## config.mk

```make
export PLATFORM = sky130hd
export DESIGN_NAME = hanoi_move_sequencer_flat
export DESIGN_NICKNAME = d
export VERILOG_FILES = /design/src/rtl/hanoi_move_sequencer_if.sv /design/src/rtl/hanoi_move_sequencer.sv /design/src/flat_wrapper.sv
export SDC_FILE = /design/constraint.sdc
export NUM_CORES = 1
export LEC_CHECK = 0
export CAP_MARGIN = 25
export CORE_AREA = 8 8 78 87
export CTS_CLUSTER_SIZE = 28
export DETAILED_ROUTE_END_ITERATION = 8
export DIE_AREA = 0 0 86 95
export PLACE_DENSITY_LB_ADDON = 0.05
export SETUP_SLACK_MARGIN = 0.1
export SYNTH_ARGS = -nofsm -noshare
export SYNTH_HDL_FRONTEND = slang
export SYNTH_SLANG_ARGS = --single-unit
```

## constraint.sdc

```tcl
create_clock -name clk -period 5.41 [get_ports clk]
set_input_delay 0.8115 -clock clk [delete_from_list [all_inputs] [get_ports clk]]
set_output_delay 0.8115 -clock clk [all_outputs]
set_load 0.01 [all_outputs]
```

## src/rtl/hanoi_move_sequencer_if.sv

```systemverilog
// hanoi_move_sequencer_if: move handshake from the sequencer to the rod datapath.
interface hanoi_move_sequencer_if #(parameter int DW = 2);
   logic          mv_valid;
   logic          mv_ready;
   logic [1:0]    mv_fr;
   logic [1:0]    mv_to;
   logic [DW-1:0] mv_disk;
   modport master (output mv_valid, mv_fr, mv_to, mv_disk, input mv_ready);
   modport slave (input mv_valid, mv_fr, mv_to, mv_disk, output mv_ready);
endinterface

```

## src/rtl/hanoi_move_sequencer.sv

```systemverilog
// hanoi_move_sequencer: issues the optimal 2^S-1 moves taking an S-disk tower from rod 0 to rod DST.
// Optional legality checker with err port: HANOI_LEGAL_CHK_EN.
module hanoi_move_sequencer #(
   parameter int S = 4,
   parameter int DST = 2,
   localparam int DW = (S > 1) ? $clog2(S) : 1
) (
   input  logic         clk,
   input  logic         rst,
   input  logic         start,
   output logic         busy,
   output logic         done,
   output logic [S-1:0] mv_cnt,
`ifdef HANOI_LEGAL_CHK_EN
   output logic         err,
`endif
   hanoi_move_sequencer_if.master mv
);
   if (DST != 1 && DST != 2) begin : g_bad_dst
      $error("hanoi_move_sequencer: DST must be 1 or 2");
   end
   if (S < 1 || S > 15) begin : g_bad_s
      $error("hanoi_move_sequencer: S must be 1..15");
   end
   typedef enum logic [1:0] {IDLE, CALC, ISSUE, DONE} state_t;
   // disk 0 steps 0->1->2 when the parity of S and DST call for it, otherwise 0->2->1
   localparam bit CW = ((S % 2 == 0) && DST == 2) || ((S % 2 == 1) && DST == 1);
   localparam logic [2:0][S-1:0] ROD_INIT = {{S{1'b0}}, {S{1'b0}}, {S{1'b1}}};
   state_t state_q, state_d;
   logic [2:0][S-1:0] rod_q, rod_d;
   logic [S-1:0] cnt_q, cnt_d;
   logic [1:0] fr_q, fr_d, to_q, to_d;
   logic [DW-1:0] disk_q, disk_d;
   logic busy_q, busy_d, done_q, done_d, valid_q, valid_d;
   logic [1:0] p, pn, pp;
   logic [DW-1:0] top_n, top_p;
   logic a_to_b;
`ifdef HANOI_LEGAL_CHK_EN
   logic err_q, err_d;
`endif
   function automatic logic [DW-1:0] top_idx(input logic [S-1:0] m);
      top_idx = '0;
      for (int i = S - 1; i >= 0; i--) if (m[i]) top_idx = DW'(i);
   endfunction
   always_comb begin
      p = rod_q[1][0] ? 2'd1 : rod_q[2][0] ? 2'd2 : 2'd0;
      pn = (p == 2'd2) ? 2'd0 : p + 2'd1;
      pp = (p == 2'd0) ? 2'd2 : p - 2'd1;
      top_n = top_idx(rod_q[pn]);
      top_p = top_idx(rod_q[pp]);
      a_to_b = (rod_q[pn] != '0) && ((rod_q[pp] == '0) || (top_n < top_p));
      state_d = state_q;
      rod_d = rod_q;
      cnt_d = cnt_q;
      fr_d = fr_q;
      to_d = to_q;
      disk_d = disk_q;
`ifdef HANOI_LEGAL_CHK_EN
      err_d = err_q;
`endif
      case (state_q)
         IDLE, DONE: if (start) begin
            state_d = CALC;
            rod_d = ROD_INIT;
            cnt_d = '0;
         end
         CALC: begin
            fr_d = cnt_q[0] ? (a_to_b ? pn : pp) : p;
            to_d = cnt_q[0] ? (a_to_b ? pp : pn) : (CW ? pn : pp);
            disk_d = cnt_q[0] ? (a_to_b ? top_n : top_p) : '0;
            state_d = ISSUE;
`ifdef HANOI_LEGAL_CHK_EN
            if (rod_q[fr_d] == '0 || (rod_q[to_d] != '0 && top_idx(rod_q[to_d]) < disk_d)) begin
               err_d = 1'b1;
               state_d = DONE;
            end
`endif
         end
         ISSUE: if (mv.mv_ready) begin
            rod_d[fr_q] = rod_q[fr_q] & ~(S'(1) << disk_q);
            rod_d[to_q] = rod_q[to_q] | (S'(1) << disk_q);
            cnt_d = cnt_q + S'(1);
            state_d = (cnt_d == '1) ? DONE : CALC;
         end
         default: ;
      endcase
      busy_d = (state_d == CALC) || (state_d == ISSUE);
      done_d = state_d == DONE;
      valid_d = state_d == ISSUE;
   end
   always_ff @(posedge clk) begin
      if (!rst) begin
         state_q <= IDLE;
         rod_q <= ROD_INIT;
         cnt_q <= '0;
         fr_q <= '0;
         to_q <= '0;
         disk_q <= '0;
         busy_q <= 1'b0;
         done_q <= 1'b0;
         valid_q <= 1'b0;
`ifdef HANOI_LEGAL_CHK_EN
         err_q <= 1'b0;
`endif
      end else begin
         state_q <= state_d;
         rod_q <= rod_d;
         cnt_q <= cnt_d;
         fr_q <= fr_d;
         to_q <= to_d;
         disk_q <= disk_d;
         busy_q <= busy_d;
         done_q <= done_d;
         valid_q <= valid_d;
`ifdef HANOI_LEGAL_CHK_EN
         err_q <= err_d;
`endif
      end
   end
   assign busy = busy_q;
   assign done = done_q;
   assign mv_cnt = cnt_q;
   assign mv.mv_valid = valid_q;
   assign mv.mv_fr = fr_q;
   assign mv.mv_to = to_q;
   assign mv.mv_disk = disk_q;
`ifdef HANOI_LEGAL_CHK_EN
   assign err = err_q;
`endif
endmodule
```

## src/flat_wrapper.sv

```systemverilog
// flat-port wrapper written by rule: the top's interface ports become plain ports
module hanoi_move_sequencer_flat 
#(
   parameter int S = 4,
   parameter int DST = 2,
   localparam int DW = (S > 1) ? $clog2(S) : 1
)
  (clk, rst, start, busy, done, mv_cnt, mv_mv_valid, mv_mv_fr, mv_mv_to, mv_mv_disk, mv_mv_ready);
  hanoi_move_sequencer_if mv_i ();
  input  logic clk;
  input  logic rst;
  input  logic start;
  output logic busy;
  output logic done;
  output logic [S-1:0] mv_cnt;
  output wire logic [$bits(mv_i.mv_valid)-1:0] mv_mv_valid;
  output wire logic [$bits(mv_i.mv_fr)-1:0] mv_mv_fr;
  output wire logic [$bits(mv_i.mv_to)-1:0] mv_mv_to;
  output wire logic [$bits(mv_i.mv_disk)-1:0] mv_mv_disk;
  input wire logic [$bits(mv_i.mv_ready)-1:0] mv_mv_ready;
  assign mv_mv_valid = mv_i.mv_valid;
  assign mv_mv_fr = mv_i.mv_fr;
  assign mv_mv_to = mv_i.mv_to;
  assign mv_mv_disk = mv_i.mv_disk;
  assign mv_i.mv_ready = mv_mv_ready;
  hanoi_move_sequencer #(.S(S), .DST(DST)) u_core (.clk(clk), .rst(rst), .start(start), .busy(busy), .done(done), .mv_cnt(mv_cnt), .mv(mv_i));
endmodule
```

# Word-level counts from Yosys, hierarchy flattened
# Cells that the tools add are included.
op_classes:
  n_addsub: 3
  n_lt_le_gt_ge: 7
  n_eq_ne: 10
  shifts: 1
  n_mux: 42
  bitwise_logic: 3
  n_reduce_logical: 12
op_table:
  columns: ["cell", "count"]
  rows:
  - ["$mux W2", 21]
  - ["$bmux W4 S2", 4]
  - ["$mux W4", 8]
  - ["$bwmux W12", 2]
  - ["$mux W12", 2]
  - ["$pmux W12 S2", 1]
  - ["$demux W4 S2", 2]
  - ["$lt A2 B3 Y1 const B", 4]
  - ["$eq A2 B2 Y1 const B", 5]
  - ["$pmux W4 S2", 1]
  - ["$pmux W2 S3", 1]
  - ["$add A4 B1 Y4 const B", 1]
  - ["$and A4 B4 Y4", 1]
  - ["$eq A2 B1 Y1 const B", 2]
  - ["$eq A4 B4 Y1 const B", 1]
  - ["$ge A2 B1 Y1 const B", 2]
  - ["$logic_not A2 Y1", 2]
  - ["$logic_not A4 Y1", 1]
  - ["$ne A2 B2 Y1 const B", 2]
  - ["$not A4 Y4", 1]
  - ["$or A4 B4 Y4", 1]
  - ["$reduce_bool A4 Y1", 1]
  - ["$shl A1 B2 Y4 const A", 1]
  - ["$logic_and A1 B1 Y1", 3]
  - ["other kinds (7)", 8]
word_totals:
  register_bits: 27
  in_bits: 4
  out_inout_bits: 13
  elab_cells: 89

# Depth between registers and ports, before layout
depth:
  word_depth: 15
  depth_mapped: 12
  ltp_nobuf: 11

# Worst setup path after synthesis
# No wires, ideal clock.
synth_timing:
  kind: "register to register"
  start: "reg u_core.rod_q[8] (netlist bit)"
  end: "reg u_core.fr_q[0] (netlist: u_core.mv.mv_fr[0])"
  t_arrival_ns: 2.242
  t_required_ns: 5.348
  path_slack_ns: 3.106
  path_stages_with_launch: 13
  path_buffers: 2
  path_cell_list: "dfxtp_1 > buf_2 > buf_2 > a211oi_1 > o21ai_0 > inv_1 > nor2_1 > ha_1 > nor2_1 > a31oi_1 > o31a_1 > or4b_1 > nand3_1"
synth_between:
  elab_chain_len: 15
  elab_cells_between_ends: 27
  classes_between: "2 x add/sub; 1 x order compare; 1 x eq/ne; 18 x mux; 5 x reduce/logical"
synth_lines:
  columns: ["item", "line", "rtl"]
  rows:
  - ["start: declaration", "hanoi_move_sequencer.sv:30", "logic [2:0][S-1:0] rod_q, rod_d;"]
  - ["start signal: assignment", "hanoi_move_sequencer.sv:107", "rod_q <= rod_d;"]
  - ["$mux W2 (2 in series)", "hanoi_move_sequencer.sv:46", "p = rod_q[1][0] ? 2'd1 : rod_q[2][0] ? 2'd2 : 2'd0;"]
  - ["$add A2 B1 Y2, or another cell as far along", "hanoi_move_sequencer.sv:47", "pn = (p == 2'd2) ? 2'd0 : p + 2'd1;"]
  - ["$mux W2 (on tied branches)", "hanoi_move_sequencer.sv:47, hanoi_move_sequencer.sv:48", null]
  - ["$bmux W4 S2 (on tied branches)", "hanoi_move_sequencer.sv:49, hanoi_move_sequencer.sv:51, hanoi_move_sequencer.sv:50", null]
  - ["$mux W4 (on tied branches)", "hanoi_move_sequencer.sv:49, hanoi_move_sequencer.sv:51, hanoi_move_sequencer.sv:50", null]
  - ["$mux W2 (4 in series)", "hanoi_move_sequencer.sv:43", "for (int i = S - 1; i >= 0; i--) if (m[i]) top_idx = DW'(i);"]
  - ["$lt A2 B2 Y1", "hanoi_move_sequencer.sv:51", "a_to_b = (rod_q[pn] != '0) && ((rod_q[pp] == '0) || (top_n < top_p));"]
  - ["$logic_or A1 B1 Y1", "hanoi_move_sequencer.sv:51", null]
  - ["$logic_and A1 B1 Y1", "hanoi_move_sequencer.sv:51", null]
  - ["$mux W2 * (2 in series)", "hanoi_move_sequencer.sv:68", "fr_d = cnt_q[0] ? (a_to_b ? pn : pp) : p;"]
  - ["end signal: assignment", "hanoi_move_sequencer.sv:109", "fr_q <= fr_d;"]
  - ["end: declaration", "hanoi_move_sequencer.sv:32", "logic [1:0] fr_q, fr_d, to_q, to_d;"]
# Mark *: on every way between the ends. The rest lies on a longest branch, timed or not. The select of a mux whose other input is x is not followed.
# A chain may end at the register's enable or synchronous reset.

# Worst setup path in the final report
layout_timing:
  start: "reg u_core.rod_q[8] (netlist bit)"
  end: "reg u_core.to_q[0] (netlist: u_core.mv.mv_to[0])"
layout_between:
  elab_chain_len: 15
  elab_cells_between_ends: 27
  classes_between: "2 x add/sub; 1 x order compare; 1 x eq/ne; 18 x mux; 5 x reduce/logical"
layout_lines:
  columns: ["item", "line", "rtl"]
  rows:
  - ["$mux W2 (2 in series)", "hanoi_move_sequencer.sv:46", null]
  - ["$add A2 B1 Y2, or another cell as far along", "hanoi_move_sequencer.sv:47", null]
  - ["$mux W2 (on tied branches)", "hanoi_move_sequencer.sv:47, hanoi_move_sequencer.sv:48", null]
  - ["$bmux W4 S2 (on tied branches)", "hanoi_move_sequencer.sv:49, hanoi_move_sequencer.sv:51, hanoi_move_sequencer.sv:50", null]
  - ["$mux W4 (on tied branches)", "hanoi_move_sequencer.sv:49, hanoi_move_sequencer.sv:51, hanoi_move_sequencer.sv:50", null]
  - ["$mux W2 (4 in series)", "hanoi_move_sequencer.sv:43", null]
  - ["$lt A2 B2 Y1", "hanoi_move_sequencer.sv:51", null]
  - ["$logic_or A1 B1 Y1", "hanoi_move_sequencer.sv:51", null]
  - ["$logic_and A1 B1 Y1", "hanoi_move_sequencer.sv:51", null]
  - ["$mux W2", "hanoi_move_sequencer.sv:69", "to_d = cnt_q[0] ? (a_to_b ? pp : pn) : (CW ? pn : pp);"]
  - ["$mux W2 *", "hanoi_move_sequencer.sv:69", null]
  - ["end signal: assignment", "hanoi_move_sequencer.sv:110", "to_q <= to_d;"]
  - ["end: declaration", "hanoi_move_sequencer.sv:32", null]
# Marked as above.

==> impl_metrics.env <==
export IMPL_drt_total_wl_um=4790
export IMPL_post_cts_resized_instances=0
export IMPL_crit_path_required_time_ns=5.58
export IMPL_cts_root_buffer="sky130_fd_sc_hd__clkbuf_8"
export IMPL_share_of_synthesized_area_occupied_by_flip_flops_and_latches=0.3179
export IMPL_total_switching_power_mw=0.2744
export IMPL_dp_hpwl_um=3565
export IMPL_drive_gt1_frac=0.02846
export IMPL_number_of_drc_markers_in_iteration_0=90
export IMPL_clk_transition_reported_paths_ns=0.10
export IMPL_n_antenna_cell=0
export IMPL_postRouteAntennaNets=0
export IMPL_setup_worst_path_class="flip-flop to flip-flop"
export IMPL_antenna_found_initial=0
export IMPL_status="complete, no violations"
export IMPL_hp_class="flip-flop to flip-flop"
export IMPL_power_density_mw_per_mm2=346.1
export IMPL_syn_area_per_cell_um2=7.236
export IMPL_layout_nets=258
export IMPL_post_cts_setup_buffer_count=0
export IMPL_cp_max_fo=21
export IMPL_postSynthNetCount=246
export IMPL_clock_latency_ns=0.28
export IMPL_shortest_clock_period_the_worst_path_allows_after_layout_ns=3.052
export IMPL_total_power_mw=0.6798
export IMPL_syn_to_final_growth_pct=15.53
export IMPL_tritoncts="yes"
export IMPL_synth_flop_type="sky130_fd_sc_hd__dfxtp_1"
export IMPL_worst_clock_skew_ns=0.009120
export IMPL_gate_power_share=0.443
export IMPL_vias_in_the_first_global_route=1591
export IMPL_cp_arrival_ns=3.23
export IMPL_layout_cells_most_common_list="sky130_fd_sc_hd__nor2_1, sky130_fd_sc_hd__dfxtp_1, sky130_fd_sc_hd__o21ai_0"
export IMPL_tritoncts_num_buffers=3
export IMPL_grt_usage=0.1199
export IMPL_max_stage_delay_ns=0.79
export IMPL_worst_ir_drop_vdd_uv=170.1
export IMPL_num_vias=1672
export IMPL_final_common_cell="sky130_fd_sc_hd__nor2_1"
export IMPL_reg2reg_from="u_core.rod_q[8]$_SDFFE_PN0P_"
export IMPL_max_freq_ghz=0.3276
export IMPL_syn_inst=235
export IMPL_grt_pass1_wl_um=7866
export IMPL_avgViaCountPerCell=5.209
export IMPL_chipWidth_um=86
export IMPL_maxCapViolCount=0
export IMPL_dp_cells=317
export IMPL_final_max_slew_violation_count=0
export IMPL_hold_start="u_core.mv_cnt[3]$_SDFFE_PN0P_"
export IMPL_startpoint_type="flip-flop"
export IMPL_worst_slew_margin_rel=0.4479
export IMPL_final_standard_cell_utilization_of_the_core=0.3713
export IMPL_post_route_period_util=0.5642
export IMPL_grt_setup_unrepaired="false"
export IMPL_power_leakage_nw=0.6851
export IMPL_timing_critical_path_to_type="flip-flop"
export IMPL_worst_pin_slew_ns=0.8245
export IMPL_gp_routability_congestion=0.8094
export IMPL_die_height_um=95
export IMPL_placeableCoreArea_mm2=0.005290
export IMPL_htree_num_levels=1
export IMPL_critical_path_slowest_cell="sky130_fd_sc_hd__dfxtp_1"
export IMPL_synth_cell_types=43
export IMPL_clock_power_share=0.172
export IMPL_power_switching_fraction=0.4037
export IMPL_clock_sinks=27
export IMPL_timing_final_hold_violations=0
export IMPL_crit_chain="mux2_2, mux2i_1, o21ai_0, inv_1, nor2_1, ha_1, nor2_1, a31oi_1, o31a_1, nor4_1, o41ai_1"
export IMPL_layout_cells_non_filler=321
export IMPL_tns_ns=0
export IMPL_design_die_area_mm2=0.008170
export IMPL_synth_top_area_cell="sky130_fd_sc_hd__dfxtp_1"
export IMPL_p_int_mw=0.4054
export IMPL_clock_tree_buffer_depth=2
export IMPL_start_util=0.3214
export IMPL_ys_ff_latch=27
export IMPL_crit_top_cell="sky130_fd_sc_hd__nor2_1"
export IMPL_yosys_warnings=0
export IMPL_floorplan_io_pins=17
export IMPL_firstDrtPassIters=4
export IMPL_average_wire_per_standard_cell_um=14.92
export IMPL_grt_max_degree=22
export IMPL_number_of_enable_flip_flop_cells_after_synthesis=0
export IMPL_yosys_area_top_type_share=0.3179
export IMPL_synth_cell_area_mm2=0.001700
export IMPL_io_buffer_count=16
export IMPL_hold_buffers=0
export IMPL_netlist_top_cells_area="sky130_fd_sc_hd__dfxtp_1, sky130_fd_sc_hd__nor2_1, sky130_fd_sc_hd__o21ai_0"
export IMPL_seqPwrFrac=0.385
export IMPL_setup_violations=0
export IMPL_synth_async_reset_ratio=0
export IMPL_drc=0
export IMPL_rows=28
export IMPL_total_overflow_reported_by_the_global_router=0
export IMPL_cp_startpoint="u_core.rod_q[8]$_SDFFE_PN0P_"
-- Yosys cell counts, types with 4 or more instances --
| master | instances |
|---|---|
| sky130_fd_sc_hd__a21oi_1 | 23 |
| sky130_fd_sc_hd__and2_1 | 5 |
| sky130_fd_sc_hd__clkbuf_1 | 6 |
| sky130_fd_sc_hd__dfxtp_1 | 27 |
| sky130_fd_sc_hd__ha_1 | 7 |
| sky130_fd_sc_hd__inv_1 | 14 |
| sky130_fd_sc_hd__nand2_1 | 21 |
| sky130_fd_sc_hd__nand2b_1 | 11 |
| sky130_fd_sc_hd__nand3_1 | 4 |
| sky130_fd_sc_hd__nor2_1 | 38 |
| sky130_fd_sc_hd__nor2b_1 | 5 |
| sky130_fd_sc_hd__o21ai_0 | 24 |
| sky130_fd_sc_hd__o22ai_1 | 4 |
-- metrics by stage --
step / setup slack [ns] / cell area (µm²) / hold slack, ns
3_5_place_dp: 2.404 / 1918 / 0.4878
3_3_place_gp: 2.402 / 1918 / 0.4936
5_1_grt: 2.130 / 1964 / 0.5405
6_report: 2.358 / 1964 / 0.5084
2_1_floorplan: 3.106 / 1700 / 0.4759
4_1_cts: 2.372 / 1964 / 0.5146
-- final timing paths --
kind / to / slack, ns / cells past startpoint
max: u_core.mv.mv_to[0]$_SDFFE_PN0N_ / 2.36 / 11
min: u_core.mv_cnt[3]$_SDFFE_PN0P_ / 0.51 / 1
max reg2reg: u_core.mv.mv_to[0]$_SDFFE_PN0N_ / 2.36 / 11
min reg2reg: u_core.mv_cnt[3]$_SDFFE_PN0P_ / 0.51 / 1
-- registers in the layout, summed over array words and instances, names as in the netlist, 2 cells and up --
name,cells
u_core.mv.mv_to,2
u_core.rod_q,12
u_core.mv_cnt,4
u_core.mv.mv_fr,2
u_core.state_q,2
u_core.mv.mv_disk,2
-- final cells by class --
type                       instances  area [µm²]
fill                             584        3326
multi-input combinational        185        1071
sequential                        27       540.5
timing repair buffer              16       160.2
tap                               75       93.84
inverter                          14       52.55
clock buffer                       3       41.29
clock inverter                     1       5.005
-- cells by family (layout without fill, tap and decap cells) --
family,after synthesis,after routing,share of synthesized area
mux,3,3,0.01840
flops,27,27,0.3179
simple gates,95,95,0.2649
buf+inv,23,34,0.05224
compound gates,80,80,0.2951
fa+ha+maj,7,7,0.05151
-- worst max-delay path, delay by kind of cell (launching register included) --
| kind | cells | cell delay [ns] |
|---|---|---|
| buf+inv | 1 | 0.10 |
| compound gates | 4 | 1.01 |
| mux | 2 | 0.59 |
| fa+ha+maj | 1 | 0.29 |
| simple gates | 3 | 0.16 |
| flops | 1 | 0.79 |
-- power by group through the flow --
| stage | clock (mW) | combinational, mW | sequential, mW |
|---|---|---|---|
| detailed placement | 0 | 0.299 | 0.266 |
| floorplan | 0 | 0.189 | 0.266 |
| CTS | 0.122 | 0.303 | 0.262 |
| global route | 0.130 | 0.337 | 0.266 |
| finish | 0.117 | 0.301 | 0.262 |
| global placement | 0 | 0.305 | 0.268 |
-- layer usage --
layer  vias up  GRT usage  wire [µm]  share of wire
met4         0    0.03363         42         0.0088
met5         -          0          0              0
li1        857          -          -              -
met1       784     0.1452       2285           0.48
met2        27     0.2113       2301           0.48
met3         4    0.02085        160          0.033
No activity file was read; power rests on OpenSTA's default activity.
